==> config.mk <==
export PLATFORM = sky130hd
export DESIGN_NAME = csi2_frame_cropper
export DESIGN_NICKNAME = d
export VERILOG_FILES = /design/src/rtl/csi2_frame_cropper.sv
export SDC_FILE = /design/constraint.sdc
export NUM_CORES = 1
export LEC_CHECK = 0
export ABC_CLOCK_PERIOD_IN_PS = 3900
export CAP_MARGIN = 10
export CORE_MARGIN = 5
export CORE_UTILIZATION = 52
export CTS_CLUSTER_SIZE = 14
export DETAILED_ROUTE_END_ITERATION = 10
export MAX_ROUTING_LAYER = met4
export PLACE_DENSITY = 0.85
export REMOVE_ABC_BUFFERS = 1
export SLEW_MARGIN = 10
export SYNTH_ARGS = -nofsm -noshare
export SYNTH_HDL_FRONTEND = slang
export SYNTH_SLANG_ARGS = --single-unit
==> constraint.sdc <==
create_clock -name clk -period 3.9 [get_ports clk]
set_clock_uncertainty 0.1 [all_clocks]
set_input_delay 0.975 -clock clk [delete_from_list [all_inputs] [get_ports clk]]
set_output_delay 0.975 -clock clk [all_outputs]
set_load 0.01 [all_outputs]
==> src/rtl/csi2_frame_cropper.sv <==
// CSI-2 RAW8 frame cropper: forwards IMAGE_WIDTH x IMAGE_HEIGHT pixels per frame from a
// 4-pixel-per-word payload stream, dropping excess words, zero-padding short lines and
// flagging short lines/frames. All outputs are registered.
module csi2_frame_cropper #(
  parameter int unsigned IMAGE_WIDTH  = 640,
  parameter int unsigned IMAGE_HEIGHT = 480
) (
  input  logic        clk,
  input  logic        reset_n,
  input  logic        frame_start,
  input  logic        frame_end,
  input  logic        in_enable,
  input  logic [31:0] in_data,      // lane 0 (earliest pixel) in [7:0]
  input  logic        packet_end,
  output logic        out_enable,
  output logic [31:0] out_data,     // same lane order as in_data
  output logic        out_frame_start,
  output logic        frame_complete,
  output logic        short_line,
  output logic        short_frame
);

  localparam int unsigned Wpl   = IMAGE_WIDTH / 4;
  localparam int unsigned ColW  = $clog2(Wpl + 1);
  localparam int unsigned LineW = $clog2(IMAGE_HEIGHT + 1);

  localparam logic [ColW-1:0]  WplCol     = ColW'(Wpl);
  localparam logic [ColW-1:0]  OneCol     = ColW'(1);
  localparam logic [LineW-1:0] HeightLine = LineW'(IMAGE_HEIGHT);

  typedef enum logic [2:0] {
    StWaitFs,
    StWaitLine,
    StLine,
    StDiscard,
    StPad,
    StFrameFull
  } state_e;

  state_e           state_q, state_d;
  logic [ColW-1:0]  col_q, col_d;
  logic [LineW-1:0] line_q, line_d;

  logic             out_enable_q, out_enable_d;
  logic [31:0]      out_data_q, out_data_d;
  logic             out_frame_start_q, out_frame_start_d;
  logic             last_q, last_d;           // marks the final word of the frame
  logic             frame_complete_q;
  logic             short_line_q, short_line_d;
  logic             short_frame_q, short_frame_d;

  logic [ColW-1:0]  col_inc;
  logic [LineW-1:0] line_inc;

  assign col_inc  = col_q + OneCol;
  assign line_inc = line_q + LineW'(1);

  // Next-state, counter and output-register decode; frame_start has top priority.
  always_comb begin
    state_d           = state_q;
    col_d             = col_q;
    line_d            = line_q;
    out_enable_d      = 1'b0;
    out_data_d        = out_data_q;
    out_frame_start_d = 1'b0;
    last_d            = 1'b0;
    short_line_d      = short_line_q;
    short_frame_d     = short_frame_q;

    if (frame_start) begin
      state_d           = StWaitLine;
      col_d             = '0;
      line_d            = '0;
      out_frame_start_d = 1'b1;
      if (state_q == StWaitFs) begin
        short_line_d  = 1'b0;
        short_frame_d = 1'b0;
      end else if (line_q < HeightLine) begin
        short_frame_d = 1'b1;
      end
    end else if (frame_end && (state_q != StWaitFs)) begin
      // A partial line is abandoned, never completed.
      state_d = StWaitFs;
      if ((state_q != StFrameFull) && (line_q < HeightLine)) begin
        short_frame_d = 1'b1;
      end
    end else begin
      unique case (state_q)
        StWaitFs: begin
          // All payload dropped until a frame starts.
        end
        StWaitLine: begin
          if (in_enable && !packet_end) begin
            out_enable_d = 1'b1;
            out_data_d   = in_data;
            if (OneCol == WplCol) begin
              col_d   = '0;
              line_d  = line_inc;
              last_d  = (line_inc == HeightLine);
              state_d = StDiscard;
            end else begin
              col_d   = OneCol;
              state_d = StLine;
            end
          end
        end
        StLine: begin
          // packet_end with in_enable is illegal; the word is dropped.
          if (packet_end) begin
            state_d = StPad;
          end else if (in_enable) begin
            out_enable_d = 1'b1;
            out_data_d   = in_data;
            if (col_inc == WplCol) begin
              col_d   = '0;
              line_d  = line_inc;
              last_d  = (line_inc == HeightLine);
              state_d = StDiscard;
            end else begin
              col_d = col_inc;
            end
          end
        end
        StDiscard: begin
          if (packet_end) begin
            state_d = (line_q == HeightLine) ? StFrameFull : StWaitLine;
          end
        end
        StPad: begin
          out_enable_d = 1'b1;
          out_data_d   = '0;
          if (in_enable) begin
            short_line_d = 1'b1;
          end
          if (col_inc == WplCol) begin
            col_d        = '0;
            line_d       = line_inc;
            last_d       = (line_inc == HeightLine);
            short_line_d = 1'b1;
            state_d      = (line_inc == HeightLine) ? StFrameFull : StWaitLine;
          end else begin
            col_d = col_inc;
          end
        end
        StFrameFull: begin
          // Payload beyond the last line is dropped; frame_end handled above.
        end
        default: begin
          state_d = StWaitFs;
        end
      endcase
    end
  end

  // Control state and counters.
  always_ff @(posedge clk or negedge reset_n) begin
    if (!reset_n) begin
      state_q <= StWaitFs;
      col_q   <= '0;
      line_q  <= '0;
    end else begin
      state_q <= state_d;
      col_q   <= col_d;
      line_q  <= line_d;
    end
  end

  // Registered outputs; frame_complete trails the final word by one cycle.
  always_ff @(posedge clk or negedge reset_n) begin
    if (!reset_n) begin
      out_enable_q      <= 1'b0;
      out_data_q        <= '0;
      out_frame_start_q <= 1'b0;
      last_q            <= 1'b0;
      frame_complete_q  <= 1'b0;
      short_line_q      <= 1'b0;
      short_frame_q     <= 1'b0;
    end else begin
      out_enable_q      <= out_enable_d;
      out_data_q        <= out_data_d;
      out_frame_start_q <= out_frame_start_d;
      last_q            <= last_d;
      frame_complete_q  <= last_q;
      short_line_q      <= short_line_d;
      short_frame_q     <= short_frame_d;
    end
  end

  assign out_enable      = out_enable_q;
  assign out_data        = out_data_q;
  assign out_frame_start = out_frame_start_q;
  assign frame_complete  = frame_complete_q;
  assign short_line      = short_line_q;
  assign short_frame     = short_frame_q;

endmodule

After elaboration in Yosys (flattened, before gate mapping)
Cells that the tools add are included.

Add/sub/neg operators: 2. $mul: 0. Div/mod/pow operators: 0. Order comparisons: 1. Equal/unequal tests: 24. Shifts and indexed selects: 0. Muxes and demuxes: 52. Bitwise logic cells: 2. Reductions and logical operators: 20.

Operators with widths (count): two-way mux 32 bit (3); one-hot mux 32 bit (3 select lines) (1); two-way mux 8 bit (6); two-way mux 9 bit (5); two-way mux 3 bit (10); one-hot mux 8 bit (3 select lines) (1); two-way mux 1 bit (22); equality test 9 bit (second input constant) (2); one-hot mux 9 bit (2 select lines) (1); one-hot mux 3 bit (5 select lines) (1); != test 3 bit (second input constant) (4); != test 4 bit (second input constant) (3); AND reduction 6 bit (2); nonzero test 3 bit (4); != test 5 bit (second input constant) (2); adder 9 x 1 -> 9 bit (second input constant) (1); less-than comparator 9 bit (second input constant) (1); adder 8 x 1 -> 8 bit (second input constant) (1); equality test 8 bit (second input constant) (1); != test 2 bit (second input constant) (4); AND reduction 4 bit (2); equality test 3 x 2 -> 1 bit (second input constant) (2); equality test 3 bit (second input constant) (2); != test 3 x 1 -> 1 bit (second input constant) (2); other kinds (13) (18).

Register bits after elaboration: 58. Bits in latches: 0. RAM bits: 0. Memory bits (read-only): 0. Input port bits: 38. Output and inout bits: 37. Word-level logic and storage cells: 111. Memories: 0.

Longest topological paths before layout
Word-level depth: 8. Depth in mapped cells: 8. Depth with buffers taken out: 6.

Least setup slack after synthesis
No wires, ideal clock.

Path type: input to register. Start: input packet_end. End: register line_q[4]. Library setup time: 78 ps. Arrival time: 2125 ps. Required time: 3722 ps. Slack: 1597 ps. Stages on the path: 5. Path buffers: 0. Path through: nor4bb_1 o211a_1 nand3_4 or3_1 a21oi_1.

Cells in the longest elaborated chain, start to end: 2.

Ends and longest elaborated chain: start, declared (RTL line 14) `input logic packet_end,`; != test 3 bit (no line); AND reduction 4 bit (no line); end signal, assigned (RTL line 164) `line_q <= line_d;`; end, declared (RTL line 42) `logic [LineW-1:0] line_q, line_d;`.

No other way between the ends. A chain may end at the register's enable or synchronous reset.

Worst setup path in the final report
Start: input frame_start. End: register col_q[4].

Cells in the longest elaborated chain, start to end: 2. Elaborated cells on any way between the ends: 7. Classes of those cells: 4 x eq/ne; 1 x mux; 2 x reduce/logical.

Ends and longest elaborated chain: start, declared (RTL line 10) `input logic frame_start,`; != test 3 bit (no line) (tied with other cells); AND reduction 5 bit (no line); end signal, assigned (RTL line 163) `col_q <= col_d;`; end, declared (RTL line 41) `logic [ColW-1:0] col_q, col_d;`.

Several ways; a longest one is shown, not always the timed one.

==> metrics <==
EDFF count, synth=0; WL per Instance=15.0 µm; multiplexer area fraction after synthesis=0.349%; Cell variety after synth=49; Critical Path Fanout Max=11; Hold Startpoint=last_q$_DFF_PN0_; most frequent cells in the layout=nand2_1 (82), clkdlybuf4s50_1 (73), dfrtp_1 (58); Hold Path Cell Cnt=0; most common cell after layout, fill and taps aside=nand2_1; Die H=84.3 µm; antenna-violating nets left=0; Rows=27; critical path class=input pin to flop; Post-Synth Simple-Gate Area=29.3%; Initial Util=52.8%; DRC violations left=0; RSZ-0062 raised after global routing=no; PostCTS Resize Cnt=0; cell family with most CP delay=compound AO/OA/AOI/OAI gates; global-route wire length before repair=11.8 mm; postcts setup bufs=0; max cap viols=0; hold buffer count at cts=0; total grt overflow=0; CP Buf/Inv Count=1; xor-xnor portion of the synthesized cell area=1.53%; Fillers=403; Final setup violation count=0; Total Routing Usage GR=21.2%; min Tclk post-route=2.79 ns; clk slew on worst S/H paths=0.06 ns; insertion delay to the later sink of the worst-skew pair=0.33 ns; H-tree Lvls=3; Worst path depth=6; Worst path slowest cell=clkdlybuf4s50_1; CP most frequent cell=a21o_2; Min Hold Slack=0.248 ns; sequential share of the synthesized area=50.6%; Synth Flop Type=dfrtp_1; Floorplan Core Area=5440 µm²; run status=finished clean; PortBufs=74; final net count=437; fmax=359 MHz; Area Growth Syn to Fin=33.7%; Worst R2R Start=state_q[0]$_DFFE_PN0P_; #FFs+latches synth=58; Clock Tree Buf Depth=2; CP peak stage delay=0.61 ns; number of global-route vias before repair=2451; static leakage=1.76 nW; synthesized netlist cell count=322; initial antenna violation count=0; root buf cell=clkbuf_8; vias per cell=5.48; Placer Congestion=0.899; Worst VDD drop=0.241 mV; initial detailed-routing violation count=154; Tcrit/Tclk final=71.5%; worst reg2reg path depth=7; adder-cell area share of the yosys netlist=1.74%; Pre-Repair DR Iteration Count=4; asr flop ratio synth=100%; CTS buffer count=9; Worst Tran Pin Value=0.749 ns; r2r setup slk=1.51 ns; die width=84.3 µm; cell area after synthesis=2870 µm²; HP Class=flop to flop; Hold Crit Endpoint=frame_complete$_DFF_PN0_; Num Clock Sinks=58; max-slew violation count=0; fraction of layout cells with a size suffix above 1=7.25%; largest net degree at the start of global routing=35; Yosys warning total=0; final setup TNS=0 ns; capture point of the worst reg-to-reg path=out_data[5]$_DFFE_PN0P_; dpl hpwl=4.99 mm; Req. time, crit path=4.07 ns; Via Count=2586; Arr. time, crit path=2.96 ns; final hold viol count=0; critical-path cell list=clkdlybuf4s50_1, or3_1, o21bai_1, a21o_2, nor3b_1, a21o_2; DRT Wirelength=7.09 mm; CP Launch Type=input pin; Power Density=468 nW/µm²; Boundary Pins=75; Slew HR=50.1%; Setup crit end kind=flop; average size of a mapped cell=8.91 µm²; TritonCTS clock tree=yes; main combinational cell family by area after synthesis=simple AND/OR/NAND/NOR gates; Synth Area in Compound Gates=12.6%; die area=7110 µm²; ant diodes=0
==> how the worst max path moves through the flow <==
stage	startpoint	to	slack [ns]
floorplan	state_q[0]$_DFFE_PN0P_	col_q[0]$_DFFE_PN0P_	1.07
global placement	frame_start	col_q[4]$_DFFE_PN0P_	0.80
detailed placement	frame_start	col_q[4]$_DFFE_PN0P_	0.77
CTS	frame_start	col_q[4]$_DFFE_PN0P_	1.12
global route	frame_start	col_q[5]$_DFFE_PN0P_	0.96
finish	frame_start	col_q[4]$_DFFE_PN0P_	1.11
==> through the flow <==
step,cell area [µm²],total power [mW],setup slack (ns),instances,util [%]
global placement,3650,1.27,0.795,456,67.1
detailed placement,3650,1.29,0.775,456,67.1
CTS,3840,1.82,1.12,472,70.6
global route,3840,1.90,0.955,472,70.6
finish,3840,1.80,1.11,472,70.6
floorplan,2800,0.957,1.07,306,-
==> layout make-up <==
class                   count  area [µm²]  share of cell area, %
clock buffers              10         128                   3.33
clock inverters             6        57.6                   1.50
inverters                  10        37.5                  0.978
multi-input cells         238        1310                   34.1
flip-flops and latches     58        1450                   37.8
well taps                  72        90.1                   2.35
repair buffers             78         766                   20.0
==> flip-flops by register name, summed over array words and instances (netlist names) <==
register,count
out_data,32
line_q,9
col_q,8
state_q,3
frame_complete,1
last_q,1
out_enable,1
out_frame_start,1
short_frame,1
short_line,1
==> kinds of logic after synthesis <==
| logic type | Yosys count |
|---|---|
| mux | 1 |
| xor+xnor | 5 |
| simple gates | 174 |
| buf+inv | 26 |
| flops | 58 |
| fa+ha+maj | 4 |
| compound gates | 54 |
==> where the power goes <==
| part | internal [mW] | total (mW) | switching [mW] |
|---|---|---|---|
| clock | 0.290 | 0.518 | 0.228 |
| combinational | 0.275 | 0.484 | 0.209 |
| sequential | 0.720 | 0.793 | 0.0729 |
| total | 1.29 | 1.80 | 0.510 |
==> layer usage <==
layer  global-route usage (%)  vias to the layer above  routed length (µm)
li1                         -                     1261                   -
met3                     5.99                       14                 611
met2                     32.0                      104                3260
met1                     26.4                     1207                3070
met5                        -                        -                   0
met4                     9.50                        0                 141
==> cells in the mapped netlist (3+ instances only) <==
library cell / number / area [µm²]
nand2_1: 82 / 308
dfrtp_1: 58 / 1450
nand3_1: 39 / 195
o21ai_0: 19 / 95.1
a21oi_1: 12 / 60.1
nor2_1: 11 / 41.3
clkbuf_1: 10 / 37.5
inv_1: 9 / 33.8
or3_1: 8 / 50.1
buf_2: 5 / 25.0
nand4_1: 5 / 31.3
nor2b_1: 5 / 31.3
xnor2_1: 5 / 43.8
ha_1: 4 / 50.1
and3_1: 3 / 18.8
nand2b_1: 3 / 18.8
nor4_1: 3 / 18.8
o31ai_1: 3 / 22.5
Note: power is estimated with default switching activity, not from simulation.
